===== config.mk =====
export PLATFORM = sky130hd
export DESIGN_NAME = bcd_scan_display
export DESIGN_NICKNAME = d
export VERILOG_FILES = /design/src/rtl/bcd_scan_display.sv
export SDC_FILE = /design/constraint.sdc
export NUM_CORES = 1
export LEC_CHECK = 0
export CORE_MARGIN = 2
export CORE_UTILIZATION = 41
export DETAILED_ROUTE_END_ITERATION = 6
export SLEW_MARGIN = 15
export SYNTH_ARGS = -nofsm -noshare
export SYNTH_HDL_FRONTEND = slang
export SYNTH_SLANG_ARGS = --single-unit

===== constraint.sdc =====
create_clock -name clk_in -period 2.4 [get_ports clk_in]
set_input_delay 0.48 -clock clk_in [delete_from_list [all_inputs] [get_ports clk_in]]
set_output_delay 0.48 -clock clk_in [all_outputs]
set_load 0.01 [all_outputs]

===== src/rtl/bcd_scan_display.sv =====
// Multiplexed 4-digit MM.SS seven-segment driver with per-frame BCD snapshot,
// leading-zero blanking and whole-display blinking.
module bcd_scan_display #(
    parameter int REFRESH_DIV  = 50000,
    parameter int BLINK_FRAMES = 64
) (
    input  logic        clk_in,
    input  logic        RESET,
    input  logic [16:1] bcd_in,
    input  logic        blank_lead,
    input  logic        blink,
    output logic [4:1]  an,
    output logic [7:1]  seg,
    output logic        dp,
    output logic        frame_tick
);

    localparam int PW = (REFRESH_DIV > 2) ? $clog2(REFRESH_DIV) : 1;
    localparam int FW = (BLINK_FRAMES > 2) ? $clog2(BLINK_FRAMES) : 1;

    localparam logic [PW-1:0] PRESC_LAST = PW'(REFRESH_DIV - 1);
    localparam logic [FW-1:0] FRAME_LAST = FW'(BLINK_FRAMES - 1);

    typedef enum logic [1:0] {
        D1 = 2'd0,
        D2 = 2'd1,
        D3 = 2'd2,
        D4 = 2'd3
    } digit_t;

    digit_t        idx_q;
    digit_t        idx_d;
    logic [PW-1:0] presc_q;
    logic [16:1]   snap_q;
    logic [FW-1:0] frame_q;
    logic          phase_q;

    logic          slot_tick;
    logic          capture;

    assign slot_tick = (presc_q == PRESC_LAST);
    assign capture   = slot_tick && (idx_q == D4);

    // Slot prescaler
    always_ff @(posedge clk_in or posedge RESET) begin
        if (RESET) begin
            presc_q <= '0;
        end else if (slot_tick) begin
            presc_q <= '0;
        end else begin
            presc_q <= presc_q + PW'(1);
        end
    end

    // Digit index state register
    always_ff @(posedge clk_in or posedge RESET) begin
        if (RESET) begin
            idx_q <= D1;
        end else begin
            idx_q <= idx_d;
        end
    end

    always_comb begin
        idx_d = idx_q;
        if (slot_tick) begin
            unique case (idx_q)
                D1: idx_d = D2;
                D2: idx_d = D3;
                D3: idx_d = D4;
                D4: idx_d = D1;
            endcase
        end
    end

    // Snapshot is taken only at the end of a full scan so every frame is coherent
    always_ff @(posedge clk_in or posedge RESET) begin
        if (RESET) begin
            snap_q     <= '0;
            frame_tick <= 1'b0;
        end else begin
            frame_tick <= capture;
            if (capture) begin
                snap_q <= bcd_in;
            end
        end
    end

    // Blink frame counter; held clear while blink is off so blinking starts visible
    always_ff @(posedge clk_in or posedge RESET) begin
        if (RESET) begin
            frame_q <= '0;
            phase_q <= 1'b0;
        end else if (!blink) begin
            frame_q <= '0;
            phase_q <= 1'b0;
        end else if (capture) begin
            if (frame_q == FRAME_LAST) begin
                frame_q <= '0;
                phase_q <= ~phase_q;
            end else begin
                frame_q <= frame_q + FW'(1);
            end
        end
    end

    function automatic logic [7:1] decode(input logic [3:0] v);
        logic [7:1] s;
        unique case (v)
            4'd0:    s = 7'b1000000;
            4'd1:    s = 7'b1111001;
            4'd2:    s = 7'b0100100;
            4'd3:    s = 7'b0110000;
            4'd4:    s = 7'b0011001;
            4'd5:    s = 7'b0010010;
            4'd6:    s = 7'b0000010;
            4'd7:    s = 7'b1111000;
            4'd8:    s = 7'b0000000;
            4'd9:    s = 7'b0010000;
            default: s = 7'b0111111;
        endcase
        return s;
    endfunction

    logic [3:0] nib;
    logic [4:1] an_sel;
    logic [4:1] an_d;
    logic [7:1] seg_d;
    logic       dp_d;
    logic       dark;
    logic       blank4;

    always_comb begin
        nib    = 4'd0;
        an_sel = 4'b1111;
        unique case (idx_q)
            D1: begin
                nib    = snap_q[4:1];
                an_sel = 4'b1110;
            end
            D2: begin
                nib    = snap_q[8:5];
                an_sel = 4'b1101;
            end
            D3: begin
                nib    = snap_q[12:9];
                an_sel = 4'b1011;
            end
            D4: begin
                nib    = snap_q[16:13];
                an_sel = 4'b0111;
            end
        endcase
    end

    always_comb begin
        dark   = blink && phase_q;
        blank4 = blank_lead && (snap_q[16:13] == 4'd0) && (idx_q == D4);
        seg_d  = decode(nib);
        dp_d   = (idx_q != D3);
        an_d   = an_sel;
        if (dark || blank4) begin
            an_d = 4'b1111;
        end
    end

    always_ff @(posedge clk_in or posedge RESET) begin
        if (RESET) begin
            an  <= 4'b1111;
            seg <= 7'b1111111;
            dp  <= 1'b1;
        end else begin
            an  <= an_d;
            seg <= seg_d;
            dp  <= dp_d;
        end
    end

endmodule

==> metrics.yaml <==
run_status:
  outcome: "finished, final reports clean"
power_and_ir_drop:
  ir_worst_vdd_v: 0.000306
  power_density_mw_per_mm2: 485
  pwr-share-seq_pct: 61.5
  swShare_pct: 20.9
  p_int_mw: 1.19
  power.share.combinational_pct: 4.3
  clkPwrFrac_pct: 34.2
  p_switching_mw: 0.315
  power_leakage_nw: 1.34
min_path:
  holdPathStages: 1
  min_to: "presc_q[0]$_DFF_PP0_"
  hp-class: "reg2reg"
  hp-start: "presc_q[0]$_DFF_PP0_"
job:
  drv_cap: 0
synth:
  yosys_warnings: 0
  yosys.area.top_type: "dfrtp_1"
  synth.most_common_cell: "dfrtp_1"
  synthFlopType: "dfrtp_1"
  synth_cell_types: 40
  yosysSeqAreaShare_pct: 54.4
  async_flop_share_pct: 100
  ys_top_cells_by_count: "dfrtp_1 (42), nand2_1 (17), inv_1 (15), mux2_2 (15)"
  synth_area_mm2: 0.00251
  synth_seq_cells: 54
  synth_top_area_share_pct: 41.9
  avgSynthCellArea_um2: 11.2
  synth-edff-count: 0
  syn_inst: 225
  syn_nets: 255
  synthTopCellsByArea: "dfrtp_1 (42%), dfstp_2 (13%), mux2_2 (6.7%), ha_1 (5.0%), nand2_1 (2.5%)"
sta:
  tns_ns: 0
  clock_skew_ns: 0.00402
  fin_crit_sh_pct: 95.2
  rsz0062_at_grt: "no"
  hold_viol_final: 0
  setup_violations: 0
  worst_pin_slew_ns: 0.511
  period_needed_ns: 2.29
  fmax_mhz: 437
  relSlewSlack_pct: 65.0
  final_max_slew_viol_count: 0
worst_setup_path:
  worstRegToRegCells: 5
  worst_ep_arrival_time_ns: 2.51
  worstSetupEndpointType: "flop"
  r2r_start: "presc_q[5]$_DFF_PP0_"
  crit_required_ns: 2.63
  rr_endpoint: "frame_q[4]$_DFFE_PP0P_"
  path_max_fanout: 23
  cp-start-kind: "flop"
  crit_type: "reg2reg"
  r2r_setup_slack_ns: 0.11
grt:
  grt_pass1_wl_mm: 7.94
  grt_max_degree: 55
  overflow: 0
  antenna_found_initial: 0
  grt_pass1_vias: 1723
  groute.usage.overall_pct: 15.4
clock_network:
  cts_root_buf: "clkbuf_8"
  clk_latency_ns: 0.30
  htreeDepth: 2
  post_cts_buffers: 0
  hold_buffers: 0
  cts_tree: "built"
  cts.path.max_buffers: 2
  clk_pin_slew_ns: 0.09
  cts_buffers: 5
  cts_sinks: 54
  cts_resized: 0
placed_design:
  dp.cells: 337
  gp_congestion: 0.755
  hpwl_mm: 3.37
  port_buffers: 32
die:
  rows: 28
  io-pin-count: 33
  core_area_mm2: 0.00592
  die_area_mm2: 0.00677
  die_w_um: 82.3
  initial_core_util_pct: 42.4
  die_y_um: 82.3
final_layout:
  antenna_cells: 0
  layout.nets: 299
  drive_gt1_share_pct: 18.5
  syn2layout_area_growth_pct: 23.7
  instances_no_fill: 345
detailed_routing:
  wl_per_cell_um: 13.8
  via_count: 1771
  drtIter0Drc: 69
  drt-vias-per-instance: 5.13
  wirelength_mm: 4.76
  drc_errors: 0
  postRouteAntennaNets: 0
  first_pass_iters: 4
[cells by family (layout without fill, tap and decap cells)]
group / Yosys count / count (layout) / share of synthesized area (%)
muxes: 20 / 20 / 8.72
DFF: 54 / 54 / 54.4
and+or+nand+nor: 74 / 74 / 16.0
xor gates and xnor gates: 10 / 10 / 3.49
buffers and inverters: 22 / 67 / 3.64
AOI/OAI and AO/OA: 35 / 35 / 8.72
adders and majority gates: 10 / 10 / 4.98
[through the flow]
step / total power, mW / setup WS (ns) / utilization, % / instance area [µm²] / hold slack, ns
2_1_floorplan: 0.966 / 0.213 / - / 2510 / 0.424
3_3_place_gp: 1.01 / 0.158 / 50.9 / 3010 / 0.443
3_5_place_dp: 1.01 / 0.125 / 50.9 / 3010 / 0.466
4_1_cts: 1.53 / 0.0999 / 52.4 / 3100 / 0.479
5_1_grt: 1.58 / 0.0136 / 52.5 / 3110 / 0.487
6_report: 1.51 / 0.114 / 52.5 / 3110 / 0.474
[worst max-delay path, cell delays in order (launching register included)]
cell and delay [ns]:
dfrtp_1 0.40, or4b_1 0.56, or4_1 0.58, buf_12 0.19, or3_1 0.34, a21oi_1 0.14
[placed cells by master, fill, tap and decap left out, types with 10 or more instances in the layout]
cell type	Yosys	final
dfrtp_1	42	42
ha_1	10	10
mux2_2	15	15
clkdlybuf4s50_1	0	32
buf_4	0	10
nor2_1	11	11
nand3_1	12	12
o21ai_0	12	12
dfstp_2	12	12
nand2_1	17	17
inv_1	15	14
[worst max-delay path by stage]
| stage | from | end | depth (start not counted) |
|---|---|---|---|
| floorplan | presc_q[7]$_DFF_PP0_ | frame_q[2]$_DFFE_PP0P_ | 6 |
| global placement | presc_q[5]$_DFF_PP0_ | phase_q$_DFFE_PP0P_ | 5 |
| detailed placement | presc_q[5]$_DFF_PP0_ | frame_q[4]$_DFFE_PP0P_ | 5 |
| CTS | presc_q[5]$_DFF_PP0_ | frame_q[4]$_DFFE_PP0P_ | 5 |
| global route | presc_q[5]$_DFF_PP0_ | frame_q[0]$_DFFE_PP0P_ | 5 |
| finish | presc_q[5]$_DFF_PP0_ | frame_q[4]$_DFFE_PP0P_ | 5 |
[power by group through the flow]
stage          logic, mW  clock network [mW]  registers, mW
3_3_place_gp      0.0676                   0          0.944
4_1_cts           0.0681               0.538          0.927
5_1_grt           0.0720               0.578          0.928
2_1_floorplan     0.0240                   0          0.942
6_report          0.0652               0.516          0.927
3_5_place_dp      0.0675                   0          0.944
[routing by layer]
metal	global-route usage [%]	routed length, µm	vias to the layer above
met5	0	0	-
met4	3.50	44	0
met3	3.59	155	5
met2	23.9	2230	24
met1	21.9	2340	861
li1	-	-	881
[layout make-up]
type | count | area [µm²]
clock inverter | 1 | 5.00
fill | 533 | 2810
multi-input combinational | 149 | 1060
sequential | 54 | 1370
clock buffer | 7 | 86.3
inverter | 15 | 56.3
tap | 75 | 93.8
timing repair buffer | 44 | 435
[state kept, by name, summed over array words and instances, names as in the netlist]
| register | count |
|---|---|
| dp | 1 |
| frame_q | 6 |
| presc_q | 16 |
| seg | 7 |
| phase_q | 1 |
| idx_q | 2 |
| snap_q | 16 |
| an | 4 |
| frame_tick | 1 |
(Power assumes the default switching activity.)
